[src/rtl/accel_pkg.sv]
// Shared definitions for the AXI-Stream burst generator: FSM states,
// command-word field layout and data-mode codes.
package accel_pkg;

    localparam int unsigned STATE_W = 2;

    typedef enum logic [STATE_W-1:0] {
        ST_IDLE = 2'd0,
        ST_RUN  = 2'd1,
        ST_DONE = 2'd2
    } burst_state_e;

    // Command word layout
    localparam int unsigned CMD_W         = 32;
    localparam int unsigned CMD_MODE_LSB  = 0;
    localparam int unsigned CMD_MODE_MSB  = 1;
    localparam int unsigned CMD_START_BIT = 2;
    localparam int unsigned CMD_ABORT_BIT = 3;
    localparam int unsigned CMD_LEN_LSB   = 8;
    localparam int unsigned CMD_LEN_MSB   = 23;
    localparam int unsigned CMD_CH_LSB    = 24;
    localparam int unsigned CMD_CH_MSB    = 27;

    localparam int unsigned MODE_W     = CMD_MODE_MSB - CMD_MODE_LSB + 1;
    localparam int unsigned LEN_W      = CMD_LEN_MSB - CMD_LEN_LSB + 1;
    localparam int unsigned CH_FIELD_W = CMD_CH_MSB - CMD_CH_LSB + 1;

    // Data modes: incrementing pattern and constant seed
    localparam logic [MODE_W-1:0] MODE_INC   = 2'd0;
    localparam logic [MODE_W-1:0] MODE_CONST = 2'd1;

    // Only the two defined modes are accepted; codes 2 and 3 are reserved.
    function automatic logic mode_supported(input logic [MODE_W-1:0] mode);
        return (mode == MODE_INC) || (mode == MODE_CONST);
    endfunction

endpackage

[src/rtl/axis_cmd_decode.sv]
// Command front end: start-edge detection, command validation and
// per-burst precomputation (beat count, last-beat byte enables).
module axis_cmd_decode
    import accel_pkg::*;
#(
    parameter int unsigned DATA_W = 64,
    parameter int unsigned KEEP_W = DATA_W / 8,
    parameter int unsigned CH_N   = 4,
    parameter int unsigned CH_W   = 2
) (
    input  logic              sclk,
    input  logic              s_rst,
    input  logic              i_idle,
    input  logic [CMD_W-1:0]  i_cmd,
    input  logic [DATA_W-1:0] i_seed,
    output logic              o_go,
    output logic              o_err,
    output logic [MODE_W-1:0] o_mode,
    output logic [CH_W-1:0]   o_dest,
    output logic [DATA_W-1:0] o_seed,
    output logic [LEN_W-1:0]  o_beats,
    output logic [KEEP_W-1:0] o_last_keep
);

    logic                  r_start_prev;
    logic                  r_go;
    logic                  r_err;
    logic [MODE_W-1:0]     r_mode;
    logic [CH_W-1:0]       r_dest;
    logic [DATA_W-1:0]     r_seed;
    logic [LEN_W-1:0]      r_beats;
    logic [KEEP_W-1:0]     r_last_keep;

    logic                  w_start_edge;
    logic                  w_accept;
    logic                  w_valid;
    logic [MODE_W-1:0]     w_mode;
    logic [LEN_W-1:0]      w_len;
    logic [CH_FIELD_W-1:0] w_ch;
    logic [31:0]           w_rem;
    logic [LEN_W-1:0]      w_beats;
    logic [KEEP_W-1:0]     w_keep;
    logic                  w_unused_bits;

    assign w_mode  = i_cmd[CMD_MODE_MSB:CMD_MODE_LSB];
    assign w_len   = i_cmd[CMD_LEN_MSB:CMD_LEN_LSB];
    assign w_ch    = i_cmd[CMD_CH_MSB:CMD_CH_LSB];

    // Abort is consumed by the top-level FSM; the rest is reserved.
    assign w_unused_bits = ^{i_cmd[31:28], i_cmd[7:4], i_cmd[CMD_ABORT_BIT]};

    assign w_start_edge = i_cmd[CMD_START_BIT] & ~r_start_prev;
    assign w_valid      = (w_len != '0) && (32'(w_ch) < CH_N) && mode_supported(w_mode);
    assign w_accept     = w_start_edge & i_idle;

    // Beat count is ceil(length / KEEP_W); KEEP_W is a power of two.
    assign w_beats = LEN_W'((32'(w_len) + KEEP_W - 32'd1) / KEEP_W);
    assign w_rem   = 32'(w_len) % KEEP_W;

    // Last-beat byte enables: low remainder bytes, or full when length is a multiple.
    always_comb begin
        w_keep = '1;
        if (w_rem != 32'd0) begin
            for (int unsigned i = 0; i < KEEP_W; i++) begin
                w_keep[i] = (i < w_rem);
            end
        end
    end

    // Edge register, one-cycle go/err pulses and the latched command fields.
    always_ff @(posedge sclk or posedge s_rst) begin
        if (s_rst) begin
            r_start_prev <= 1'b0;
            r_go         <= 1'b0;
            r_err        <= 1'b0;
            r_mode       <= '0;
            r_dest       <= '0;
            r_seed       <= '0;
            r_beats      <= '0;
            r_last_keep  <= '0;
        end else begin
            r_start_prev <= i_cmd[CMD_START_BIT];
            r_go         <= w_accept & w_valid;
            r_err        <= w_accept & ~w_valid;
            if (w_accept && w_valid) begin
                r_mode      <= w_mode;
                r_dest      <= CH_W'(w_ch);
                r_seed      <= i_seed;
                r_beats     <= w_beats;
                r_last_keep <= w_keep;
            end
        end
    end

    assign o_go        = r_go;
    assign o_err       = r_err;
    assign o_mode      = r_mode;
    assign o_dest      = r_dest;
    assign o_seed      = r_seed;
    assign o_beats     = r_beats;
    assign o_last_keep = r_last_keep;

endmodule

[src/rtl/axis_burst_gen.sv]
// AXI-Stream burst generator: accepts a command word, then emits a burst of
// incrementing or constant data beats with tlast/tkeep framing and abort.
module axis_burst_gen
    import accel_pkg::*;
#(
    parameter int unsigned DATA_W = 64,
    parameter int unsigned KEEP_W = DATA_W / 8,
    parameter int unsigned CH_N   = 4,
    localparam int unsigned CH_W  = (CH_N > 1) ? $clog2(CH_N) : 1
) (
    input  logic              sclk,
    input  logic              s_rst,
    input  logic [31:0]       cmd_reg,
    input  logic [DATA_W-1:0] cfg_seed,
    output logic [DATA_W-1:0] m_axis_tdata,
    output logic [KEEP_W-1:0] m_axis_tkeep,
    output logic              m_axis_tvalid,
    input  logic              m_axis_tready,
    output logic              m_axis_tlast,
    output logic [CH_W-1:0]   m_axis_tdest,
    output logic              busy,
    output logic              task_finish,
    output logic              cmd_err
);

    localparam logic [STATE_W-1:0] S_IDLE = ST_IDLE;
    localparam logic [STATE_W-1:0] S_RUN  = ST_RUN;
    localparam logic [STATE_W-1:0] S_DONE = ST_DONE;
    localparam int unsigned        CNT_W  = LEN_W + 1;

    logic [STATE_W-1:0] r_state;
    logic               r_tvalid;
    logic               r_tlast;
    logic [DATA_W-1:0]  r_tdata;
    logic [KEEP_W-1:0]  r_tkeep;
    logic [CH_W-1:0]    r_tdest;
    logic               r_busy;
    logic               r_finish;
    logic [LEN_W-1:0]   r_beat;
    logic               r_abort;

    logic [STATE_W-1:0] w_state_nxt;
    logic               w_tvalid_nxt;
    logic               w_tlast_nxt;
    logic [DATA_W-1:0]  w_tdata_nxt;
    logic [KEEP_W-1:0]  w_tkeep_nxt;
    logic [CH_W-1:0]    w_tdest_nxt;
    logic               w_busy_nxt;
    logic               w_finish_nxt;
    logic [LEN_W-1:0]   w_beat_nxt;
    logic               w_abort_nxt;

    logic               w_go;
    logic               w_err;
    logic [MODE_W-1:0]  w_mode;
    logic [CH_W-1:0]    w_dest;
    logic [DATA_W-1:0]  w_seed;
    logic [LEN_W-1:0]   w_beats;
    logic [KEEP_W-1:0]  w_last_keep;

    logic               w_xfer;
    logic               w_abort_seen;
    logic               w_nat_last;

    axis_cmd_decode #(
        .DATA_W (DATA_W),
        .KEEP_W (KEEP_W),
        .CH_N   (CH_N),
        .CH_W   (CH_W)
    ) u_decode (
        .sclk        (sclk),
        .s_rst       (s_rst),
        .i_idle      (r_state == S_IDLE),
        .i_cmd       (cmd_reg),
        .i_seed      (cfg_seed),
        .o_go        (w_go),
        .o_err       (w_err),
        .o_mode      (w_mode),
        .o_dest      (w_dest),
        .o_seed      (w_seed),
        .o_beats     (w_beats),
        .o_last_keep (w_last_keep)
    );

    assign w_xfer       = r_tvalid & m_axis_tready;
    // An abort seen while a beat is stalled is remembered until that beat moves.
    assign w_abort_seen = r_abort | cmd_reg[CMD_ABORT_BIT];
    // The beat following the current one is the natural final beat.
    assign w_nat_last   = ({1'b0, r_beat} + CNT_W'(2)) == {1'b0, w_beats};

    // Next-state and next-output logic.
    always_comb begin
        w_state_nxt  = r_state;
        w_tvalid_nxt = r_tvalid;
        w_tlast_nxt  = r_tlast;
        w_tdata_nxt  = r_tdata;
        w_tkeep_nxt  = r_tkeep;
        w_tdest_nxt  = r_tdest;
        w_beat_nxt   = r_beat;
        w_abort_nxt  = r_abort;
        w_finish_nxt = 1'b0;
        case (r_state)
            S_IDLE: begin
                if (w_go) begin
                    w_state_nxt  = S_RUN;
                    w_tvalid_nxt = 1'b1;
                    w_tdata_nxt  = w_seed;
                    w_tdest_nxt  = w_dest;
                    w_beat_nxt   = '0;
                    w_abort_nxt  = 1'b0;
                    w_tlast_nxt  = (w_beats == LEN_W'(1));
                    w_tkeep_nxt  = (w_beats == LEN_W'(1)) ? w_last_keep : '1;
                end
            end
            S_RUN: begin
                if (w_xfer) begin
                    w_abort_nxt = 1'b0;
                    if (r_tlast) begin
                        w_state_nxt  = S_DONE;
                        w_tvalid_nxt = 1'b0;
                        w_tlast_nxt  = 1'b0;
                        w_finish_nxt = 1'b1;
                    end else begin
                        w_beat_nxt  = r_beat + LEN_W'(1);
                        w_tdata_nxt = (w_mode == MODE_CONST) ? w_seed : r_tdata + DATA_W'(1);
                        w_tlast_nxt = w_abort_seen | w_nat_last;
                        w_tkeep_nxt = (w_nat_last && !w_abort_seen) ? w_last_keep : '1;
                    end
                end else begin
                    w_abort_nxt = w_abort_seen;
                end
            end
            S_DONE: begin
                w_state_nxt = S_IDLE;
            end
            default: begin
                w_state_nxt  = S_IDLE;
                w_tvalid_nxt = 1'b0;
                w_tlast_nxt  = 1'b0;
            end
        endcase
        w_busy_nxt = (w_state_nxt != S_IDLE);
    end

    // State and output registers.
    always_ff @(posedge sclk or posedge s_rst) begin
        if (s_rst) begin
            r_state  <= S_IDLE;
            r_tvalid <= 1'b0;
            r_tlast  <= 1'b0;
            r_tdata  <= '0;
            r_tkeep  <= '0;
            r_tdest  <= '0;
            r_busy   <= 1'b0;
            r_finish <= 1'b0;
            r_beat   <= '0;
            r_abort  <= 1'b0;
        end else begin
            r_state  <= w_state_nxt;
            r_tvalid <= w_tvalid_nxt;
            r_tlast  <= w_tlast_nxt;
            r_tdata  <= w_tdata_nxt;
            r_tkeep  <= w_tkeep_nxt;
            r_tdest  <= w_tdest_nxt;
            r_busy   <= w_busy_nxt;
            r_finish <= w_finish_nxt;
            r_beat   <= w_beat_nxt;
            r_abort  <= w_abort_nxt;
        end
    end

    assign m_axis_tdata  = r_tdata;
    assign m_axis_tkeep  = r_tkeep;
    assign m_axis_tvalid = r_tvalid;
    assign m_axis_tlast  = r_tlast;
    assign m_axis_tdest  = r_tdest;
    assign busy          = r_busy;
    assign task_finish   = r_finish;
    assign cmd_err       = w_err;

endmodule

[config.mk]
export PLATFORM = sky130hd
export DESIGN_NAME = axis_burst_gen
export DESIGN_NICKNAME = d
export VERILOG_FILES = /design/src/rtl/accel_pkg.sv /design/src/rtl/axis_cmd_decode.sv /design/src/rtl/axis_burst_gen.sv
export SDC_FILE = /design/constraint.sdc
export NUM_CORES = 1
export LEC_CHECK = 0
export CAP_MARGIN = 20
export CORE_ASPECT_RATIO = 0.5
export CORE_MARGIN = 2
export CORE_UTILIZATION = 54
export DETAILED_ROUTE_END_ITERATION = 16
export MAX_ROUTING_LAYER = met4
export PLACE_DENSITY = 0.93
export RECOVER_POWER = 50
export SLEW_MARGIN = 20
export SYNTH_ARGS = -nofsm -noshare
export SYNTH_HDL_FRONTEND = slang
export SYNTH_SLANG_ARGS = --single-unit
[constraint.sdc]
create_clock -name sclk -period 9.9 [get_ports sclk]
set_input_delay 2.97 -clock sclk [delete_from_list [all_inputs] [get_ports sclk]]
set_output_delay 2.97 -clock sclk [all_outputs]
set_load 0.02 [all_outputs]
==> metrics.md, run 1 <==
| Metric | Value |
|---|---|
| Final net count | `1,345` |
| Yosys reg bits | `192` |
| Largest net degree at the start of global routing | `145` |
| Post-DRT Antenna Nets | `0` |
| ANT cells | `0` |
| Die height | `103 um` |
| TritonCTS buffer count | `17` |
| Synthesis-to-finish area growth | `23.0%` |
| Worst min path class | `flop to flop` |
| GRT Total Usage | `28.8%` |
| IR drop worst, VDD | `0.000126 V` |
| Slew @ Worst Pin | `1.09 ns` |
| Gpl congestion | `0.885` |
| Crit end category | `flop` |
| First-pass GRT wire length | `46,500 um` |
| Tcrit/Tclk final | `60.6%` |
| Vias in the first global route | `9,145` |
| Clock Skew | `0.0168 ns` |
| Final WL | `28,600 um` |
| Max-cap violations | `0` |
| Cell Area, Synth | `10,500 um2` |
| Post-Syn Instances | `1,122` |
| TritonCTS clock tree | `done` |
| Top FF cell, synth | `dfrtp_1` |
| Reg area | `4800 um2` |
| EDFF count, synth | `0` |
| Fin. max-slew vios | `0` |
| Minimum clock period | `6.00 ns` |
| Crit start category | `input pin` |
| Vias | `9,568` |
| # DRC | `0` |
| Sequential area share after synthesis | `45.8%` |
| Hold Buf Count CTS | `0` |
| Count leader, synth | `dfrtp_1` |
| Critical-path top delay cell | `a21oi_1` |
| Setup bufs post-CTS | `0` |
| Post-CTS Resized | `0` |
| Violation count after the first detailed-route iteration | `923` |
| Leak Pwr | `0.00517 uW` |
| PwrDens | `277 nW/um2` |
| Final cell utilization of the core | `68.9%` |
| Clk buf depth | `2` |
| Row count | `35` |
| Post-synth top cells | `192 x dfrtp_1, 94 x nand2_1, 82 x nor2_1` |
| Syn Nets | `1,226` |
| Multi-input combinational cell area | `5370 um2` |
| Total core area | `18,700 um2` |
| DP Wirelength | `19,500 um` |
| Fraction of registers with async set/reset | `100%` |
| Setup TNS | `0 ns` |
| Share of cells above drive strength 1 | `9.98%` |
| Gr ovfl total | `0` |
| Clock latency on the worst-skew pair | `0.44 ns` |
| Ports | `178` |
| Via density | `6.33` |
| Slew margin rel. | `27.1%` |
| I/O Buffers | `169` |
| RSZ-0062 raised after global routing | `false` |
| Fmax | `167 MHz` |
| Final setup fails | `0` |
| Die area | `20,600 um2` |
| Run status | `finished, final reports clean` |
| Req. time, crit path | `10.24 ns` |
| CP bufs+invs | `2` |
| Starting Density | `56.0%` |
| Crit Path Max Fanout | `74` |
| Clock sinks | `192` |
| CTS clk-pin slew, worst paths | `0.08 ns` |
| Critical path cell sequence | `dlygate4sd3_1 -> nand4b_1 -> a21oi_1 -> buf_4 -> nand2_1 -> nand2b_1 -> a31oi_1 -> a311oi_1` |
| Root buf cell | `clkbuf_16` |
| Die width | `201 um` |
| Top cells by area, synth | `dfrtp_1 46%, mux2_2 7.4%, nand3_1 3.4%` |
| Hold Fails Final Rpt | `0` |
| Synth area leader | `dfrtp_1` |
| Netlist cell types | `69` |
| CP max stage delay | `0.89 ns` |
| Setup CP Type | `input pin to flop` |
| Avg WL per Cell | `18.9 um` |
| Ys Warns | `0` |
| Filler cells | `1,434` |
| Avg Cell Area, Syn | `9.36 um2` |
| First-pass detailed-route iteration total | `5` |
| Area share of the largest cell type after synthesis | `45.8%` |
| H-tree depth | `4` |
| CP arrival | `6.34 ns` |
| Antenna violations before repair | `0` |
| Cell family with most CP delay | `buffers and inverters` |
==> area by class of cell <==
type                    instances  share of cell area, %
clock buffers                  19                   3.35
well taps                     259                   2.51
clock inverters                12                   1.21
flip-flops and latches        192                   37.2
multi-input cells             835                   41.6
repair buffers                178                   13.6
inverters                      17                  0.552
==> sequential cells by signal, indices dropped and copies added (netlist names), 2 cells and up <==
name	cells
u_decode.o_seed	64
u_decode.o_mode	2
m_axis_tkeep	8
r_state	2
m_axis_tdest	2
r_beat	16
u_decode.o_beats	16
m_axis_tdata	64
u_decode.o_dest	2
u_decode.o_last_keep	8
==> final timing paths <==
kind	start	end	slack, ns	cells past startpoint
max in group asynchronous	s_rst	m_axis_tdata[17]$_DFFE_PP0P_	5.37	3
max reg2reg	r_state[0]$_DFF_PP0_	m_axis_tdata[58]$_DFFE_PP0P_	6.51	7
max	m_axis_tready	m_axis_tdata[58]$_DFFE_PP0P_	3.90	8
min	u_decode.o_last_keep[0]$_DFFE_PP0P_	u_decode.o_last_keep[0]$_DFFE_PP0P_	0.49	1
min reg2reg	u_decode.o_last_keep[0]$_DFFE_PP0P_	u_decode.o_last_keep[0]$_DFFE_PP0P_	0.49	1
min in group asynchronous	s_rst	r_abort$_DFFE_PP0P_	3.28	2
==> placed cells by master, fill, tap and decap left out, drive strengths merged, types with 5 or more instances in the layout <==
master and instances:
a211oi 17, a21oi 64, a22oi 9, a2bb2oi 11, a311oi 8, a31oi 12
and2 12, and3 28, and4 10, buf 8, clkbuf 20, clkdlybuf4s50 99
dfrtp 192, dlygate4sd3 70, ha 5, inv 19, mux2 69, mux2i 10
nand2 94, nand2b 5, nand3 72, nand4 34, nor2 82, nor3 38
nor3b 6, nor4 22, o211ai 10, o21ai 74, o22ai 14, or3 18
or4 5, xnor2 27, xor2 25
==> kinds of logic (layout without fill, tap and decap cells) <==
logic type / Yosys count / after routing / share of synthesized area (%)
buf+inv: 95 / 226 / 3.46
fa+ha+maj: 5 / 5 / 0.596
flops: 192 / 192 / 45.8
compound gates: 258 / 258 / 15.6
xor+xnor: 52 / 52 / 4.34
simple gates: 441 / 441 / 21.9
mux: 79 / 79 / 8.36
==> power by group <==
| group | leakage [uW] | internal (uW) | switching, uW |
|---|---|---|---|
| logic | 0.00253 | 626 | 804 |
| clock network | 0.000276 | 398 | 314 |
| registers | 0.00236 | 1090 | 335 |
| total | 0.00517 | 2120 | 1450 |
==> per-layer routing <==
metal | wire length (um) | track usage [%]
met5 | 0 | -
met4 | 794 | 10.0
met3 | 2040 | 4.61
met2 | 14100 | 48.9
met1 | 11700 | 35.8
==> worst register-to-register path: stages (launching register included) <==
cell      delay (ns)
dfrtp_1         0.53
nand4b_1        0.18
a21oi_1         0.89
buf_4           0.78
nand2_1         0.44
nand2b_1        0.17
a31oi_1         0.05
a311oi_1        0.26
==> metrics by stage <==
stage               total power, uW  std cells  setup WS, ns  hold slack [ns]  cell area (um2)
floorplan                      2270       1122          1.70            0.434            10500
global placement               2790       1481          3.99            0.451            12300
detailed placement             2890       1481          3.95            0.468            12300
CTS                            3610       1512          4.37            0.485            12900
global route                   3770       1512          3.66            0.500            12900
finish                         3570       1512          3.90            0.485            12900
Power figures use the tool's default switching activity.
==> inputs of run 2 (changes only) <==
==> constraint.sdc (replaced) <==
create_clock -name sclk -period 5.9 [get_ports sclk]
set_input_delay 1.77 -clock sclk [delete_from_list [all_inputs] [get_ports sclk]]
set_output_delay 1.77 -clock sclk [all_outputs]
set_load 0.02 [all_outputs]
==> metrics.md, run 2 (same netlist as run 1, synthesis figures left out) <==
| Metric | Value |
|---|---|
| Run status | `finished, final reports clean` |
| Setup CP Type | `input pin to flop` |
| Worst min path class | `flop to flop` |
| Max-cap violations | `0` |
| Avg WL per Cell | `19.4 um` |
| Clk buf depth | `2` |
| Vias | `9,618` |
| Reg area | `4800 um2` |
| Total core area | `18,700 um2` |
| Violation count after the first detailed-route iteration | `813` |
| Ports | `178` |
| CP Capture Point | `u_decode.o_beats[10]$_DFFE_PP0P_` |
| CTS clk-pin slew, worst paths | `0.07 ns` |
| Placed Area | `12,400 um2` |
| Vias in the first global route | `9,304` |
| Gr ovfl total | `0` |
| Commonest non-fill, non-tap cell in the layout | `dfrtp_1` |
| Clock sinks | `192` |
| Multi-input combinational cell area | `5370 um2` |
| Die width | `201 um` |
| IR drop worst, VDD | `0.000231 V` |
| Final net count | `1,351` |
| Leak Pwr | `0.00520 uW` |
| Gpl congestion | `0.890` |
| Row count | `35` |
| Slew margin rel. | `9.55%` |
| Setup TNS | `0 ns` |
| # DRC | `0` |
| Largest net degree at the start of global routing | `123` |
| Die area | `20,600 um2` |
| Starting Density | `56.0%` |
| Clock Skew | `0.0151 ns` |
| R2R setup slack | `2.58 ns` |
| Root buf cell | `clkbuf_16` |
| Final WL | `29,400 um` |
| Crit end category | `flop` |
| GRT Total Usage | `29.4%` |
| Share of cells above drive strength 1 | `10.5%` |
| Synthesis-to-finish area growth | `23.8%` |
| PwrDens | `470 nW/um2` |
| Via density | `6.33` |
| Clock latency on the worst-skew pair | `0.44 ns` |
| Min-delay src | `u_decode.o_last_keep[0]$_DFFE_PP0P_` |
| Die height | `103 um` |
| TritonCTS clock tree | `done` |
| First-pass GRT wire length | `47,400 um` |
| Design Area, Final | `13,000 um2` |
| Post-DRT Antenna Nets | `0` |
| R2R cell count | `7` |
| Hold Fails Final Rpt | `0` |
| Most frequent cells in the layout | `192 x dfrtp_1, 156 x clkdlybuf4s50_1, 94 x nand2_1, 82 x nor2_1, 72 x nand3_1` |
| RR Startpoint | `m_axis_tdata[0]$_DFFE_PP0P_` |
| CP arrival | `4.59 ns` |
| Minimum clock period | `4.29 ns` |
| TritonCTS buffer count | `17` |
| Crit Path Max Fanout | `10` |
| Final setup fails | `0` |
| DP Wirelength | `19,900 um` |
| Filler cells | `1,370` |
| Critical path origin | `cmd_reg[11]` |
| R2R Path End | `m_axis_tdata[56]$_DFFE_PP0P_` |
| Fmax | `233 MHz` |
| Setup bufs post-CTS | `0` |
| Antenna violations before repair | `0` |
| Fin. max-slew vios | `0` |
| Hold Buf Count CTS | `0` |
| Slew @ Worst Pin | `1.36 ns` |
| Req. time, crit path | `6.19 ns` |
| ANT cells | `0` |
| Final cell utilization of the core | `69.3%` |
| First-pass detailed-route iteration total | `7` |
| Tcrit/Tclk final | `72.8%` |
| I/O Buffers | `169` |
| Post-CTS Resized | `0` |
| Crit start category | `input pin` |
| RSZ-0062 raised after global routing | `false` |
| H-tree depth | `4` |
## run 2: how the worst min path moves through the flow
stage	slack, ns	to	depth (start not counted)
final	0.50	u_decode.o_last_keep[0]$_DFFE_PP0P_	1
after global routing	0.51	u_decode.o_seed[38]$_DFFE_PP0P_	1
after CTS	0.50	u_decode.o_last_keep[2]$_DFFE_PP0P_	2
after detailed placement	0.48	u_decode.o_last_keep[0]$_DFFE_PP0P_	1
after global placement	0.47	u_decode.o_last_keep[0]$_DFFE_PP0P_	1
after floorplan	0.43	u_decode.o_last_keep[0]$_DFFE_PP0P_	1
## run 2: final cells by class
cell class / instances / area share (%)
multi-input cells: 835 / 41.3
flip-flops and latches: 192 / 37.0
repair buffers: 184 / 14.1
clock buffers: 19 / 3.41
well taps: 259 / 2.49
clock inverters: 13 / 1.18
inverters: 17 / 0.501
## run 2: where the power goes
group / leakage, uW / internal [uW] / total, uW / switching [uW]
registers: 0.00236 / 1840 / 2410 / 575
clock network: 0.000284 / 647 / 1200 / 550
logic: 0.00255 / 1130 / 2500 / 1370
## run 2: metal layers
metal	part of all wire, %	global-route usage, %	wire [um]
met5	0	-	0
met4	2.9	11.1	846
met3	7.2	5.40	2110
met2	49	49.7	14400
met1	41	36.0	12000
## run 2: worst max-delay path, cell delays in order
cell and delay [ns]:
clkdlybuf4s50_1 0.66, ha_1 0.41, xnor2_1 0.17, a41oi_1 0.23
nor4_1 0.74, o21ai_0 0.30, xnor2_1 0.22, o21ai_0 0.08
## run 2: stage by stage
stage / instances / setup slack, ns / hold WS (ns) / power (uW)
after floorplan: 1122 / 1.65 / 0.434 / 3800
final: 1519 / 1.61 / 0.500 / 6100
after detailed placement: 1486 / 1.18 / 0.484 / 4860
after global routing: 1519 / 1.39 / 0.506 / 6420
after global placement: 1486 / 1.24 / 0.466 / 4700
after CTS: 1518 / 1.62 / 0.503 / 6060
